$ cat src/rtl/tx_arb_pkg.sv
// rtl/tx_arb_pkg.sv - state type and default timing constants for the TX frame arbiter
package tx_arb_pkg;

  typedef enum logic [1:0] {
    S_BLOCKED = 2'd0,
    S_IDLE    = 2'd1,
    S_GRANT   = 2'd2,
    S_GAP     = 2'd3
  } tx_arb_state_t;

  localparam int TX_ARB_IFG_DEFAULT       = 12;
  localparam int TX_ARB_MAX_FRAME_DEFAULT = 4096;

endpackage

$ cat src/rtl/rr_priority_picker.sv
// rtl/rr_priority_picker.sv - combinational round-robin winner search starting after last_idx
module rr_priority_picker #(
  parameter int NUM_REQ = 2,
  parameter int IDX_W   = $clog2(NUM_REQ)
) (
  input  logic [NUM_REQ-1:0] req,
  input  logic [IDX_W-1:0]   last_idx,
  output logic [IDX_W-1:0]   winner,
  output logic               valid
);

  int cand;

  // Walk from farthest to nearest so the nearest pending requester overwrites the rest.
  always_comb begin
    winner = '0;
    valid  = 1'b0;
    cand   = 0;
    for (int k = NUM_REQ; k >= 1; k--) begin
      cand = (int'(last_idx) + k) % NUM_REQ;
      if (req[cand[IDX_W-1:0]]) begin
        winner = cand[IDX_W-1:0];
        valid  = 1'b1;
      end
    end
  end

endmodule

$ cat src/rtl/tx_frame_arbiter.sv
// rtl/tx_frame_arbiter.sv - round-robin TX MAC arbiter with inter-frame gap and link blocking
// Optional per-grant watchdog is compiled in with TX_ARB_WATCHDOG_EN.
module tx_frame_arbiter
  import tx_arb_pkg::*;
#(
  parameter int NUM_REQ          = 2,
  parameter int IFG_CYCLES       = TX_ARB_IFG_DEFAULT,
  parameter int MAX_FRAME_CYCLES = TX_ARB_MAX_FRAME_DEFAULT
) (
  input  logic                       clk,
  input  logic                       reset_n,
  input  logic [NUM_REQ-1:0]         req,
  input  logic [NUM_REQ-1:0]         done,
  input  logic                       tx_link_up,
  input  logic                       tx_changing,
  input  logic                       tx_reset,
  output logic [NUM_REQ-1:0]         grant,
  output logic [$clog2(NUM_REQ)-1:0] grant_idx,
  output logic                       busy,
  output logic                       abort
);

  localparam int IDX_W = $clog2(NUM_REQ);
  localparam int CNT_W = $clog2(IFG_CYCLES + 1);
  localparam logic [CNT_W-1:0] IFG_LOAD  = CNT_W'(IFG_CYCLES);
  localparam logic [IDX_W-1:0] IDX_RESET = IDX_W'(NUM_REQ - 1);

  tx_arb_state_t    state_q, state_d;
  logic [CNT_W-1:0] cnt_q, cnt_d;
  logic [IDX_W-1:0] idx_q, idx_d, pick_idx;
  logic             blocked_q, abort_d, pick_valid, done_hit, wd_expired;

  rr_priority_picker #(
    .NUM_REQ (NUM_REQ),
    .IDX_W   (IDX_W)
  ) u_picker (
    .req      (req),
    .last_idx (idx_q),
    .winner   (pick_idx),
    .valid    (pick_valid)
  );

  assign done_hit = done[idx_q];

`ifdef TX_ARB_WATCHDOG_EN
  localparam int WD_W = $clog2(MAX_FRAME_CYCLES + 1);
  localparam logic [WD_W-1:0] WD_LAST = WD_W'(MAX_FRAME_CYCLES - 1);
  logic [WD_W-1:0] wd_q;

  // Counts cycles already spent in the current grant; zero on the first granted cycle.
  always_ff @(posedge clk) begin
    if (!reset_n) begin
      wd_q <= '0;
    end else if (state_q == S_GRANT && state_d == S_GRANT) begin
      wd_q <= wd_q + 1'b1;
    end else begin
      wd_q <= '0;
    end
  end

  assign wd_expired = (wd_q == WD_LAST);
`else
  assign wd_expired = 1'b0;
`endif

  always_ff @(posedge clk) begin
    if (!reset_n) begin
      state_q   <= S_BLOCKED;
      cnt_q     <= '0;
      idx_q     <= IDX_RESET;
      abort     <= 1'b0;
      blocked_q <= 1'b1;
    end else begin
      state_q   <= state_d;
      cnt_q     <= cnt_d;
      idx_q     <= idx_d;
      abort     <= abort_d;
      blocked_q <= tx_reset | tx_changing | ~tx_link_up;
    end
  end

  always_comb begin
    state_d = state_q;
    cnt_d   = cnt_q;
    idx_d   = idx_q;
    abort_d = 1'b0;
    case (state_q)
      S_BLOCKED: begin
        if (!blocked_q) begin
          state_d = S_GAP;
          cnt_d   = IFG_LOAD;
        end
      end
      S_IDLE: begin
        if (blocked_q) begin
          state_d = S_BLOCKED;
        end else if (pick_valid) begin
          state_d = S_GRANT;
          idx_d   = pick_idx;
        end
      end
      S_GRANT: begin
        // A frame that finishes as the link drops is not an abort.
        if (blocked_q) begin
          state_d = S_BLOCKED;
          cnt_d   = '0;
          abort_d = ~done_hit;
        end else if (done_hit) begin
          state_d = S_GAP;
          cnt_d   = IFG_LOAD;
        end else if (wd_expired) begin
          state_d = S_GAP;
          cnt_d   = IFG_LOAD;
          abort_d = 1'b1;
        end
      end
      S_GAP: begin
        if (blocked_q) begin
          state_d = S_BLOCKED;
          cnt_d   = '0;
        end else if (cnt_q == '0) begin
          state_d = S_IDLE;
        end else begin
          cnt_d = cnt_q - 1'b1;
        end
      end
      default: begin
        state_d = S_BLOCKED;
        cnt_d   = '0;
      end
    endcase
  end

  assign grant     = (state_q == S_GRANT) ? (NUM_REQ'(1) << idx_q) : '0;
  assign grant_idx = idx_q;
  assign busy      = |grant;

endmodule

$ cat config.mk
export PLATFORM = sky130hd
export DESIGN_NAME = tx_frame_arbiter
export DESIGN_NICKNAME = d
export VERILOG_FILES = /design/src/rtl/tx_arb_pkg.sv /design/src/rtl/rr_priority_picker.sv /design/src/rtl/tx_frame_arbiter.sv
export SDC_FILE = /design/constraint.sdc
export NUM_CORES = 1
export LEC_CHECK = 0
export CELL_PAD_IN_SITES_DETAIL_PLACEMENT = 0
export CELL_PAD_IN_SITES_GLOBAL_PLACEMENT = 2
export CORE_UTILIZATION = 25
export CTS_CLUSTER_SIZE = 16
export DETAILED_ROUTE_END_ITERATION = 8
export DONT_BUFFER_PORTS = 1
export PLACE_DENSITY_LB_ADDON = 0.1
export SLEW_MARGIN = 10
export SYNTH_ARGS = -nofsm -noshare
export SYNTH_HDL_FRONTEND = slang
export SYNTH_HIERARCHICAL = 1
export SYNTH_SLANG_ARGS = --single-unit
$ cat constraint.sdc
create_clock -name clk -period 4.3 [get_ports clk]
set_input_delay 0.645 -clock clk [delete_from_list [all_inputs] [get_ports clk]]
set_output_delay 0.645 -clock clk [all_outputs]
set_load 0.01 [all_outputs]
==> results.py <==
metrics = {
    "outcome": {
        "outcome": "completed",
    },
    "synth": {
        "netlist_area_um2": 489,
        "syn_inst": 51,
        "synth_edf_count": 0,
        "synth-seq-cells": 9,
        "synth_cell_types": 27,
        "ys_seq_area_frac": 0.368,
        "synth_nets": 62,
        "avgSynthCellArea_um2": 9.59,
        "ys.flop_type": "dfxtp_1",
        "ys_warn_count": 6,
        "async_reset_ff_frac": 0,
    },
    "setup_path": {
        "crit_fanout": 7,
        "r2r-end": "cnt_q[1]",
        "critPathArrivalTime_ps": 1300,
        "crit_chain": "nor2b_1 > and2b_2",
        "path_delay_family": "simple AND/OR/NAND/NOR gates",
        "crit_required_ps": 3650,
        "slowest_delay_ps": 440,
        "critPathBufInv": 0,
        "rrSetupSlack_ps": 2750,
        "path_class": "flop to output pin",
        "slowest_stage": "dfxtp_1",
        "rr_startpoint": "cnt_q[0]",
        "crit_path_end_kind": "output pin",
        "rr_worst_depth": 6,
        "critPathLaunch": "state_q[1]",
        "crit_path_start_kind": "flop",
    },
    "placement": {
        "hpwlAfterDp_um": 721,
        "io_buffers": 0,
        "place_ws_ps": 2650,
        "gp_congestion": 0.613,
    },
    "timing": {
        "fin_tns_setup_ps": 0,
        "postLayoutSetupSlackWorst_ps": 2350,
        "slew_headroom": 0.758,
        "worst_pin_slew_ps": 362,
        "rsz0062_at_grt": "no",
        "final_hold_viol_count": 0,
        "drv_slew": 0,
        "fin_crit_ps": 1950,
        "setup_viol": 0,
        "fin_skew_ps": 10.5,
        "max_freq_ghz": 0.513,
        "min_period_over_period": 0.453,
    },
    "job": {
        "maxCapViolations": 0,
    },
    "cells_and_area": {
        "layout_commonest_cell": "dfxtp_1",
        "drive_gt1_frac": 0.200,
        "fillers": 194,
        "area_growth_pct": 11.8,
        "seq_area_um2": 180,
        "final_cell_mix": "dfxtp_1, nand2_1, mux2i_1, a211oi_1, clkbuf_4",
        "multi_input_area_um2": 302,
        "diodes": 0,
        "nNetsFinal": 67,
    },
    "floorplan": {
        "die_x_um": 46.2,
        "initial_core_util": 0.274,
        "core_mm2": 0.00178,
        "num_rows": 15,
        "ios": 14,
        "die_area_mm2": 0.00214,
        "die_h_um": 46.2,
    },
    "clock_tree": {
        "cts_root_buf": "clkbuf_4",
        "htree_levels": 1,
        "cts_tree": "yes",
        "clkTransAtPathRegs_ps": 70,
        "postCtsHoldBufs": 0,
        "cts_buffer_depth": 2,
        "cts_sinks": 9,
        "post_cts.repair.setup_buffers": 0,
        "insertion_delay_ps": 260,
        "cts_made_buffers": 3,
        "cts_resized": 0,
    },
    "pwr": {
        "pwr_density_cell_mw_per_mm2": 294,
        "peakVddDrop_v": 0.000162,
        "leakage_nw": 0.201,
    },
    "global_route": {
        "grt_max_degree": 8,
        "track_usage": 0.109,
        "antenna_found_initial": 0,
        "grt_pass1_wl_mm": 1.56,
        "grt_pass1_vias": 347,
        "grt_overflow": 0,
    },
    "worst_hold_path": {
        "hp-class": "input pin to flop",
        "whs_endpoint": "grant_idx",
        "holdPathStages": 1,
        "holdCritStartpoint": "reset_n",
    },
    "detailed_routing": {
        "drc_errors": 0,
        "routed_via_density": 4.64,
        "drt_iter0_drc": 3,
        "route.detailed.wl_per_inst_um": 11.7,
        "routed_wl_um": 935,
        "vias": 371,
        "dr.pass1.iters": 2,
        "postRouteAntennaNets": 0,
    },
}
==> layout make-up <==
cell class / instances / area share
clock buffer: 4 / 0.0481
inverter: 2 / 0.0137
multi-input combinational: 40 / 0.551
sequential: 9 / 0.330
tap: 25 / 0.0572
==> cell families (layout without fill, tap and decap cells) <==
kind of cell | count (synthesis) | in the layout | share of synthesized area
adder cells (fa/ha/maj) | 2 | 2 | 0.0511
AND/OR/NAND/NOR | 26 | 26 | 0.368
multiplexers | 3 | 3 | 0.0614
flip-flops | 9 | 9 | 0.368
buffers and inverters | 2 | 6 | 0.0154
AO/OA/AOI/OAI | 9 | 9 | 0.136
==> flip-flops by register name, indices dropped and copies added (netlist names) <==
| name | count |
|---|---|
| cnt_q | 4 |
| state_q | 2 |
| abort | 1 |
| blocked_q | 1 |
| grant_idx | 1 |
==> through the flow <==
| step | total power, mW | util | hold WS [ps] | cells | instance area, µm² |
|---|---|---|---|---|---|
| global placement | 0.0962 | 0.292 | 451 | 76 | 520 |
| floorplan | 0.0950 | - | 436 | 51 | 489 |
| finish | 0.161 | 0.307 | 452 | 80 | 547 |
| global route | 0.172 | 0.307 | 434 | 80 | 547 |
| detailed placement | 0.0964 | 0.292 | 469 | 76 | 520 |
| CTS | 0.165 | 0.307 | 443 | 80 | 547 |
==> synth_stat cells, types with 2 or more instances <==
cell / n / share of area
dfxtp_1: 9 / 0.37
nand2_1: 7 / 0.054
a211oi_1: 3 / 0.046
mux2i_1: 3 / 0.061
a21oi_1: 2 / 0.020
ha_1: 2 / 0.051
inv_1: 2 / 0.015
nand2b_1: 2 / 0.026
nor3_1: 2 / 0.020
nor3b_1: 2 / 0.031
==> worst reg2reg max path, delay by kind of cell (launching register included) <==
family | cells | cell delay (ps)
and+or+nand+nor | 3 | 730
DFF | 1 | 340
muxes | 1 | 190
adders and majority gates | 1 | 140
buffers and inverters | 1 | 90
==> routing by layer <==
| metal | GRT usage | up-vias | part of all wire |
|---|---|---|---|
| li1 | - | 193 | - |
| met1 | 0.138 | 165 | 0.53 |
| met2 | 0.152 | 13 | 0.40 |
| met3 | 0.0745 | 0 | 0.074 |
| met4 | 0.0176 | 0 | 0 |
| met5 | 0 | - | 0 |
==> how the worst max path moves through the flow <==
stage	endpoint	slack (ps)	cells past startpoint
after floorplan	grant[1]	2750	2
after global placement	grant[1]	2690	2
after detailed placement	grant[0]	2650	2
after CTS	grant[0]	2350	2
after global routing	grant[1]	2240	2
final	grant[0]	2350	2
==> power breakdown <==
part / switching [mW] / leakage [nW] / internal, mW
logic: 0.00361 / 0.113 / 0.00452
clock network: 0.0308 / 0.0150 / 0.0358
registers: 0.00169 / 0.0729 / 0.0846
(Power assumes the default switching activity.)
